File: src/rtl/bayer_wb_gain_if.sv
// Raw pixel stream into the white-balance gain stage and the scaled stream out of it.
interface bayer_wb_gain_if #(
    parameter int DATA_W = 16
);
    logic              data_en;
    logic [DATA_W-1:0] isp_data_in;
    logic [DATA_W-1:0] data_out;
    logic              data_out_en;

    modport master (output data_en, output isp_data_in, input data_out, input data_out_en);
    modport slave  (input data_en, input isp_data_in, output data_out, output data_out_en);
endinterface

File: src/rtl/bayer_wb_gain.sv
// Per-channel Bayer white-balance gain: phase tracking, per-frame gain shadowing, round/saturate.
// Define WB_STATS_EN to build the per-frame R / G / B raw pixel statistics accumulators.
module bayer_wb_gain #(
    parameter int DATA_W    = 16,
    parameter int GAIN_W    = 8,
    parameter int GAIN_FRAC = 6,
    parameter int DIM_W     = 12
) (
    input  logic                isp_clk,
    input  logic                rst,
    bayer_wb_gain_if.slave      pix,
    input  logic [DIM_W-1:0]    h_active_in,
    input  logic [DIM_W-1:0]    v_active_in,
    input  logic [3:0]          bayerStart,
    input  logic [GAIN_W-1:0]   r_gain,
    input  logic [GAIN_W-1:0]   gr_gain,
    input  logic [GAIN_W-1:0]   gb_gain,
    input  logic [GAIN_W-1:0]   b_gain,
    input  logic                bypass,
    output logic                line_err,
    output logic                frame_done,
    output logic [15:0]         frames_cnt,
    output logic [DATA_W+23:0]  r_sum,
    output logic [DATA_W+23:0]  g_sum,
    output logic [DATA_W+23:0]  b_sum,
    output logic                stats_valid
);
    localparam int PROD_W = DATA_W + GAIN_W;
    localparam int SUM_W  = PROD_W + 1;
    localparam logic [GAIN_W-1:0] UNITY_GAIN = GAIN_W'(1'b1) << GAIN_FRAC;
    localparam logic [SUM_W-1:0]  ROUND_HALF = SUM_W'(1'b1) << (GAIN_FRAC - 1);

    logic                de_prev_r;
    logic                rise_s, fall_s, frame_end_s, load_s;
    logic [DIM_W-1:0]    col_r, row_r, col_idx_s;
    logic [GAIN_W-1:0]   sh_r_gain_r, sh_gr_gain_r, sh_gb_gain_r, sh_b_gain_r;
    logic                sh_bypass_r;
    logic [1:0]          phase_s, chan_s;
    logic [GAIN_W-1:0]   gain_s;
    logic                bypass_s;
    logic                s1_en_r, s1_bypass_r;
    logic [DATA_W-1:0]   s1_raw_r;
    logic [PROD_W-1:0]   s1_prod_r;
    logic [SUM_W-1:0]    rounded_s, q_s;
    logic [DATA_W-1:0]   result_s;
    logic                frame_end_r;

    // Line framing, pixel position and channel/gain selection for the pixel on the input
    always_comb begin
        rise_s      = pix.data_en & ~de_prev_r;
        fall_s      = ~pix.data_en & de_prev_r;
        frame_end_s = fall_s && (row_r == (v_active_in - DIM_W'(1'b1)));
        load_s      = rise_s && (row_r == {DIM_W{1'b0}});
        if (rise_s) begin
            col_idx_s = {DIM_W{1'b0}};
        end else begin
            col_idx_s = col_r;
        end
        case (bayerStart)
            4'b0010: phase_s = 2'd1;
            4'b0100: phase_s = 2'd2;
            4'b1000: phase_s = 2'd3;
            default: phase_s = 2'd0;
        endcase
        chan_s = phase_s ^ {row_r[0], col_idx_s[0]};
        // The first pixel of a frame already uses the gains being latched on that edge
        case (chan_s)
            2'd0:    gain_s = load_s ? r_gain  : sh_r_gain_r;
            2'd1:    gain_s = load_s ? gr_gain : sh_gr_gain_r;
            2'd2:    gain_s = load_s ? gb_gain : sh_gb_gain_r;
            default: gain_s = load_s ? b_gain  : sh_b_gain_r;
        endcase
        if (load_s) begin
            bypass_s = bypass;
        end else begin
            bypass_s = sh_bypass_r;
        end
    end

    // Column/row counters, gain shadows, line error and frame completion
    always_ff @(posedge isp_clk or posedge rst) begin
        if (rst) begin
            de_prev_r    <= 1'b0;
            col_r        <= {DIM_W{1'b0}};
            row_r        <= {DIM_W{1'b0}};
            sh_r_gain_r  <= UNITY_GAIN;
            sh_gr_gain_r <= UNITY_GAIN;
            sh_gb_gain_r <= UNITY_GAIN;
            sh_b_gain_r  <= UNITY_GAIN;
            sh_bypass_r  <= 1'b0;
            line_err     <= 1'b0;
            frame_end_r  <= 1'b0;
            frame_done   <= 1'b0;
            frames_cnt   <= 16'd0;
        end else begin
            de_prev_r <= pix.data_en;
            if (pix.data_en) begin
                col_r <= col_idx_s + DIM_W'(1'b1);
            end
            if (fall_s) begin
                row_r <= frame_end_s ? {DIM_W{1'b0}} : (row_r + DIM_W'(1'b1));
            end
            if (load_s) begin
                sh_r_gain_r  <= r_gain;
                sh_gr_gain_r <= gr_gain;
                sh_gb_gain_r <= gb_gain;
                sh_b_gain_r  <= b_gain;
                sh_bypass_r  <= bypass;
            end
            line_err    <= fall_s && (col_r != h_active_in);
            // Two-stage delay lines frame_done up with the drain of the last output pixel
            frame_end_r <= frame_end_s;
            frame_done  <= frame_end_r;
            if (frame_end_r) begin
                frames_cnt <= frames_cnt + 16'd1;
            end
        end
    end

    // Stage 2 combinational part: round half up, then saturate to the pixel range
    always_comb begin
        rounded_s = {1'b0, s1_prod_r} + ROUND_HALF;
        q_s       = rounded_s >> GAIN_FRAC;
        if (s1_bypass_r) begin
            result_s = s1_raw_r;
        end else if (|q_s[SUM_W-1:DATA_W]) begin
            result_s = {DATA_W{1'b1}};
        end else begin
            result_s = q_s[DATA_W-1:0];
        end
    end

    // Pipeline registers: stage 1 multiply, stage 2 rounded result
    always_ff @(posedge isp_clk or posedge rst) begin
        if (rst) begin
            s1_en_r         <= 1'b0;
            s1_bypass_r     <= 1'b0;
            s1_raw_r        <= {DATA_W{1'b0}};
            s1_prod_r       <= {PROD_W{1'b0}};
            pix.data_out_en <= 1'b0;
            pix.data_out    <= {DATA_W{1'b0}};
        end else begin
            s1_en_r         <= pix.data_en;
            s1_bypass_r     <= bypass_s;
            s1_raw_r        <= pix.isp_data_in;
            s1_prod_r       <= PROD_W'(pix.isp_data_in) * PROD_W'(gain_s);
            pix.data_out_en <= s1_en_r;
            pix.data_out    <= result_s;
        end
    end

`ifdef WB_STATS_EN
    logic [DATA_W+23:0] acc_r_r, acc_g_r, acc_b_r;
    logic [DATA_W+23:0] add_r_s, add_g_s, add_b_s;

    // Route the raw input pixel to its channel's accumulator (Gr and Gb share G)
    always_comb begin
        add_r_s = {(DATA_W+24){1'b0}};
        add_g_s = {(DATA_W+24){1'b0}};
        add_b_s = {(DATA_W+24){1'b0}};
        if (pix.data_en) begin
            case (chan_s)
                2'd0:       add_r_s = (DATA_W+24)'(pix.isp_data_in);
                2'd1, 2'd2: add_g_s = (DATA_W+24)'(pix.isp_data_in);
                default:    add_b_s = (DATA_W+24)'(pix.isp_data_in);
            endcase
        end else begin
            add_r_s = {(DATA_W+24){1'b0}};
        end
    end

    // Publish and restart the sums at frame end; a pixel on that edge opens the next frame
    always_ff @(posedge isp_clk or posedge rst) begin
        if (rst) begin
            acc_r_r     <= {(DATA_W+24){1'b0}};
            acc_g_r     <= {(DATA_W+24){1'b0}};
            acc_b_r     <= {(DATA_W+24){1'b0}};
            r_sum       <= {(DATA_W+24){1'b0}};
            g_sum       <= {(DATA_W+24){1'b0}};
            b_sum       <= {(DATA_W+24){1'b0}};
            stats_valid <= 1'b0;
        end else if (frame_end_r) begin
            r_sum       <= acc_r_r;
            g_sum       <= acc_g_r;
            b_sum       <= acc_b_r;
            acc_r_r     <= add_r_s;
            acc_g_r     <= add_g_s;
            acc_b_r     <= add_b_s;
            stats_valid <= 1'b1;
        end else begin
            acc_r_r     <= acc_r_r + add_r_s;
            acc_g_r     <= acc_g_r + add_g_s;
            acc_b_r     <= acc_b_r + add_b_s;
            stats_valid <= 1'b0;
        end
    end
`else
    assign r_sum       = {(DATA_W+24){1'b0}};
    assign g_sum       = {(DATA_W+24){1'b0}};
    assign b_sum       = {(DATA_W+24){1'b0}};
    assign stats_valid = 1'b0;
`endif
endmodule

File: src/flat_wrapper.sv
// flat-port wrapper written by rule: the top's interface ports become plain ports
module bayer_wb_gain_flat 
#(
    parameter int DATA_W    = 16,
    parameter int GAIN_W    = 8,
    parameter int GAIN_FRAC = 6,
    parameter int DIM_W     = 12
)
  (isp_clk, rst, h_active_in, v_active_in, bayerStart, r_gain, gr_gain, gb_gain, b_gain, bypass, line_err, frame_done, frames_cnt, r_sum, g_sum, b_sum, stats_valid, pix_data_en, pix_isp_data_in, pix_data_out, pix_data_out_en);
  bayer_wb_gain_if #(.DATA_W(DATA_W)) pix_i ();
  input  logic isp_clk;
  input  logic rst;
  input  logic [DIM_W-1:0] h_active_in;
  input  logic [DIM_W-1:0] v_active_in;
  input  logic [3:0] bayerStart;
  input  logic [GAIN_W-1:0] r_gain;
  input  logic [GAIN_W-1:0] gr_gain;
  input  logic [GAIN_W-1:0] gb_gain;
  input  logic [GAIN_W-1:0] b_gain;
  input  logic bypass;
  output logic line_err;
  output logic frame_done;
  output logic [15:0] frames_cnt;
  output logic [DATA_W+23:0] r_sum;
  output logic [DATA_W+23:0] g_sum;
  output logic [DATA_W+23:0] b_sum;
  output logic stats_valid;
  input wire logic [$bits(pix_i.data_en)-1:0] pix_data_en;
  input wire logic [$bits(pix_i.isp_data_in)-1:0] pix_isp_data_in;
  output wire logic [$bits(pix_i.data_out)-1:0] pix_data_out;
  output wire logic [$bits(pix_i.data_out_en)-1:0] pix_data_out_en;
  assign pix_i.data_en = pix_data_en;
  assign pix_i.isp_data_in = pix_isp_data_in;
  assign pix_data_out = pix_i.data_out;
  assign pix_data_out_en = pix_i.data_out_en;
  bayer_wb_gain #(.DATA_W(DATA_W), .GAIN_W(GAIN_W), .GAIN_FRAC(GAIN_FRAC), .DIM_W(DIM_W)) u_core (.isp_clk(isp_clk), .rst(rst), .pix(pix_i), .h_active_in(h_active_in), .v_active_in(v_active_in), .bayerStart(bayerStart), .r_gain(r_gain), .gr_gain(gr_gain), .gb_gain(gb_gain), .b_gain(b_gain), .bypass(bypass), .line_err(line_err), .frame_done(frame_done), .frames_cnt(frames_cnt), .r_sum(r_sum), .g_sum(g_sum), .b_sum(b_sum), .stats_valid(stats_valid));
endmodule
File: config.mk
export PLATFORM = sky130hd
export DESIGN_NAME = bayer_wb_gain_flat
export DESIGN_NICKNAME = d
export VERILOG_FILES = /design/src/rtl/bayer_wb_gain_if.sv /design/src/rtl/bayer_wb_gain.sv /design/src/flat_wrapper.sv
export SDC_FILE = /design/constraint.sdc
export NUM_CORES = 1
export LEC_CHECK = 0
export ABC_AREA = 1
export BUFFER_PORTS_ARGS = -buffer_cell sky130_fd_sc_hd__buf_4
export CORE_ASPECT_RATIO = 1.4
export CORE_MARGIN = 4
export CORE_UTILIZATION = 45
export DETAILED_ROUTE_END_ITERATION = 6
export PLACE_DENSITY = 0.68
export SYNTH_ARGS = -nofsm -noshare
export SYNTH_HDL_FRONTEND = slang
export SYNTH_SLANG_ARGS = --single-unit
File: constraint.sdc
create_clock -name isp_clk -period 14.7 [get_ports isp_clk]
set_clock_uncertainty 0.2 [all_clocks]
set_input_delay 2.94 -clock isp_clk [delete_from_list [all_inputs] [get_ports isp_clk]]
set_output_delay 2.94 -clock isp_clk [all_outputs]
set_load 0.05 [all_outputs]
# Yosys cells after proc, flatten, opt, wreduce, memory -nomap -nowiden

Index checks and enable logic that the tools add are counted.
W data, S select, Z words.

Bits in registers: 134
Bits of input ports: 80
Output and inout bits: 156
Word-level logic and storage cells: 50

Add/sub/neg operators: 5
Multiply operators: 1
Equal/unequal tests: 7
Muxes and demuxes: 10
Bitwise operators: 5
Reductions and logical operators: 6

Operators with widths:

| operator                | count |
|---|---|
| $mux W16                | 2 |
| $mux W8                 | 4 |
| $add A24 B6 Y25 const B | 1 |
| $add A12 B1 Y12 const B | 2 |
| $mul A16 B8 Y24         | 1 |
| $mux W12                | 2 |
| $pmux W8 S3             | 1 |
| $add A16 B1 Y16 const B | 1 |
| $eq A12 B12 Y1          | 1 |
| $logic_not A12 Y1       | 1 |
| $ne A12 B12 Y1          | 1 |
| $sub A12 B1 Y12 const B | 1 |
| $pmux W2 S3             | 1 |
| $eq A4 B2 Y1 const B    | 1 |
| $eq A4 B3 Y1 const B    | 1 |
| $eq A4 B4 Y1 const B    | 1 |
| $logic_and A1 B1 Y1     | 3 |
| $reduce_or A3 Y1        | 1 |
| $and A1 B1 Y1           | 2 |
| $eq A2 B1 Y1 const B    | 1 |
| $eq A2 B2 Y1 const B    | 1 |
| $logic_not A2 Y1        | 1 |
| $not A1 Y1              | 2 |
| $xor A2 B2 Y2           | 1 |

# Logic depth before layout (Yosys ltp)

Depth after elaboration: 7
Mapped depth: 33
Gate-level depth less buffers: 31

# Worst setup path before layout

No wires, ideal clock.

Path type: input to register
From: input pix_data_en
To: register u_core.s1_prod_r[23]
Setup time: 0.117 ns
Arrival time: 7.835 ns
Data required time: 14.383 ns
Setup slack: 6.549 ns
Stages on the path: 30
Path through: buf_6 nand2_8 nor2_8 nand2_8 buf_8 buf_2 nor2_1 nor2_1 a22oi_1 nand3_1 nand2_1 buf_2 nor2_1 fa_1 inv_1 fa_1 inv_1 fa_1 inv_1 fa_1 inv_1 ha_1 nand2_1 o21ai_0 inv_1 nor2_1 a2111oi_0 nand2_1 nand2_1 nand2_1

Cells in the longest elaborated chain, start to end: 6

RTL lines:

| element                                    | line                 | text |
|---|---|---|
| from (decl)                                | flat_wrapper.sv:28   | `input wire logic [$bits(pix_i.data_en)-1:0] pix_data_en;` |
| $and A1 B1 Y1 *                            | bayer_wb_gain.sv:50  | `rise_s = pix.data_en & ~de_prev_r;` |
| $mux W12                                   | bayer_wb_gain.sv:54  | `if (rise_s) begin` |
| $xor A2 B2 Y2                              | bayer_wb_gain.sv:65  | `chan_s = phase_s ^ {row_r[0], col_idx_s[0]};` |
| $eq A2 B2 Y1, or another cell as far along | bayer_wb_gain.sv:67  | `case (chan_s)` |
| $pmux W8 S3 *                              | bayer_wb_gain.sv:67  |  |
| $mul A16 B8 Y24 *                          | bayer_wb_gain.sv:146 | `s1_prod_r <= PROD_W'(pix.isp_data_in) * PROD_W'(gain_s);` |
| to (signal assigned)                       | bayer_wb_gain.sv:139 | `s1_prod_r <= {PROD_W{1'b0}};` |
| to (signal assigned)                       | bayer_wb_gain.sv:146 |  |
| to (decl)                                  | bayer_wb_gain.sv:43  | `logic [PROD_W-1:0] s1_prod_r;` |

Every way passes the cells marked *; elsewhere a longest branch is shown, timed or not.
A chain may end at the register's enable or synchronous reset.

# Final worst setup path

Same ends and word-level chain as after synthesis.

==> key figures <==
Logic synthesis
  – Register area share after synthesis: 0.286
  – Most instantiated cells after synthesis: inv_1, nor2_1, nand2_1
  – Netlist cell types: 53
  – Largest family of logic cells by synthesized area: simple AND/OR/NAND/NOR gates
  – Post-synthesis simple-gate area fraction: 0.236
  – Most instantiated library cell after synthesis: inv_1
  – Cells after Synth: 1388
  – Syn avg cell area: 8.14 sq um
  – Syn. warnings: 0
  – XOR/XNOR Fraction of Synth Area: 0.0628
  – Adder-cell share of the synthesized area: 0.199
  – Flops & latches, synth: 129
  – Top cell type's share of synthesized area: 0.277
  – Complex-gate fraction of the synthesized area: 0.0429
  – Post-synth EDFFs: 0
  – Ys flop type: dfrtp_1
  – Synth area leader: dfrtp_1
  – Asr flop ratio synth: 1.00
  – Mux cell area share after synthesis: 0
  – Top cells by area, synth: dfrtp_1, fa_1, buf_4
  – Cell area after synthesis: 11300 sq um

STA
  – Fin Setup TNS: 0 ns
  – Rel. slew slack: 0.446
  – Max-slew violations: 0
  – Tcrit/Tclk final: 0.572
  – RSZ-0062 raised after global routing: false
  – Tightest Pin Transition: 0.831 ns
  – Final hold vios: 0
  – Max Clk Rate: 119 MHz
  – Final min period: 8.40 ns
  – Hold Worst Slack: 0.204 ns
  – Final setup violation count: 0

Drt
  – Antenna-violating nets left: 0
  – Routed WL: 26400 um
  – Initial detailed-routing violation count: 391
  – Routed len/inst: 14.5 um
  – Drt pass-1 iters: 5
  – Vias post-DR: 8686
  – DRC Markers: 0
  – Avg Vias per Cell: 4.76

Worst setup path
  – CP delay by family, top: adder cells
  – Buf/Inv on CP: 7
  – CP required: 14.81 ns
  – CP Capture Type: flip-flop
  – Most frequent CP cell: nand2_1
  – Slowest CP cell: fa_1
  – Worst Setup Start Kind: primary input
  – CP max FO: 33
  – CP Class: primary input to flip-flop
  – Critical Path AT: 8.52 ns
  – Critical Path Max Stage Delay: 0.54 ns

Final layout
  – Area delta synth->final: 10.8%
  – Ant diodes: 0
  – Fin util: 0.507
  – Proportion of layout cells with a drive suffix above 1: 0.148
  – Nets: 1708

Die
  – Die W: 142 um
  – Row count: 68
  – Die footprint: 27700 sq um
  – Core footprint: 24700 sq um
  – Die H: 195 um
  – Initial Util: 0.458
  – Ports: 236

Clock tree
  – Hold Buf Count CTS: 0
  – Worst-path clk slew: 0.06 ns
  – Clock Path Buffers: 2
  – Clock Sinks: 129
  – Clk root buf: clkbuf_16
  – H-Tree Depth: 4
  – CTS Buf Count: 17
  – CTS resizes: 0
  – Post-CTS setup buffers: 0
  – Worst skew pair latency: 0.42 ns
  – CTS tree: built

Flow run
  – Max-cap violations: 0

Power and ir drop
  – Pwr per Cell Area: 126 nW/um^2
  – LEAKAGE: 6.72 nW
  – Worst vdd rail ir drop: 0.0670 mV
  – Pwr Total: 0.00157 W

Placed design
  – Post-detail-place hpwl: 21900 um
  – IO buf count: 114
  – Routability cong.: 0.927

GRT
  – Vias in the first global route: 8979
  – Antenna violations before repair: 0
  – First-pass GRT wire length: 43600 um
  – GR Util All Layers: 0.198
  – Largest net degree at the start of global routing: 70
  – Remaining global-route overflow: 0

Min path
  – HP Class: flip-flop to flip-flop

Run status
  – Status: complete, no violations
## cell families (layout without fill, tap and decap cells)
kind of cell | count (synthesis) | after routing
compound gates | 81 | 81
buf+inv | 383 | 386
simple gates | 583 | 583
fa+ha+maj | 130 | 130
other cells | 1 | 121
flops | 129 | 129
xor+xnor | 81 | 81
## flip-flops by register name, indices dropped and copies added, names as in the netlist
register and count:
u_core.col_r 12, u_core.line_err 1, u_core.row_r 12, u_core.sh_r_gain_r 8, u_core.sh_bypass_r 1, u_core.frame_end_r 1
u_core.sh_b_gain_r 8, u_core.sh_gr_gain_r 8, u_core.frame_done 1, u_core.s1_prod_r 19, u_core.pix.data_out_en 1, u_core.s1_raw_r 16
u_core.sh_gb_gain_r 8, u_core.pix.data_out 16, u_core.frames_cnt 16, u_core.de_prev_r 1
## final cells by class
class                   count  area (sq um)
well taps                 315           394
multi-input cells         996          6560
repair buffers            115           863
fillers                  2424         12200
flip-flops and latches    129          3230
clock inverters            12           110
clock buffers              20           457
inverters                 239           905
## final timing paths
| check | startpoint | end | slack (ns) | cells past startpoint |
|---|---|---|---|---|
| worst max-delay path | pix_data_en | u_core.s1_prod_r[23] | 6.30 | 28 |
| worst min-delay path | u_core.de_prev_r | u_core.pix.data_out_en | 0.20 | 0 |
| worst max register to register | u_core.row_r[0] | u_core.s1_prod_r[23] | 8.07 | 29 |
| worst min register to register | u_core.de_prev_r | u_core.pix.data_out_en | 0.20 | 0 |
| max in group asynchronous | rst | u_core.sh_gb_gain_r[7] | 10.52 | 3 |
| min in group asynchronous | rst | u_core.pix.data_out[1] | 2.49 | 2 |
## where the power goes
group / leakage, nW / switching (W) / internal [W]
Sequential: 1.65 / 0.0000390 / 0.000401
Combinational: 4.80 / 0.000491 / 0.000242
Clock: 0.268 / 0.000158 / 0.000241
Total: 6.72 / 0.000688 / 0.000885
## cell usage in the layout, fill, tap and decap left out, types with 3 or more instances in the layout
cell type	instances
nand3_1	57
a22oi_1	6
xor2_1	50
fa_1	83
nor4_1	3
clkbuf_16	17
dfstp_2	4
a21oi_1	24
clkinvlp_4	4
nor3_1	21
inv_1	229
o21ai_0	30
ha_1	47
conb_1	121
xnor2_1	31
buf_4	115
nand3_2	4
dfrtp_1	125
inv_2	7
nor2_2	7
nand2_4	8
nand4_1	18
nand2_1	206
clkinv_4	4
o21ai_1	3
nor2_4	4
clkinv_2	3
o21a_1	4
nand2_2	27
nor2_1	214
## worst register-to-register path: cells and delay by family (launching register included)
| kind | cells | cell delay [ns] |
|---|---|---|
| compound gates | 3 | 0.72 |
| fa+ha+maj | 6 | 2.61 |
| buf+inv | 7 | 0.90 |
| flops | 1 | 0.49 |
| simple gates | 13 | 1.60 |
## per-stage QoR
stage                     setup WS (ns)  instances  instance area (sq um)
after floorplan                    6.55       1508                  11700
after global placement             5.98       1794                  12000
after detailed placement           5.87       1794                  12000
after CTS                          6.33       1826                  12500
after global routing               5.80       1826                  12500
final                              6.30       1826                  12500
## per-layer routing
layer,up-vias,GRT usage,part of all wire
li1,4200,-,-
met1,4137,0.221,0.36
met2,287,0.364,0.54
met3,62,0.0301,0.055
met4,0,0.0946,0.046
met5,-,0,0
No activity file was read; power rests on OpenSTA's default activity.
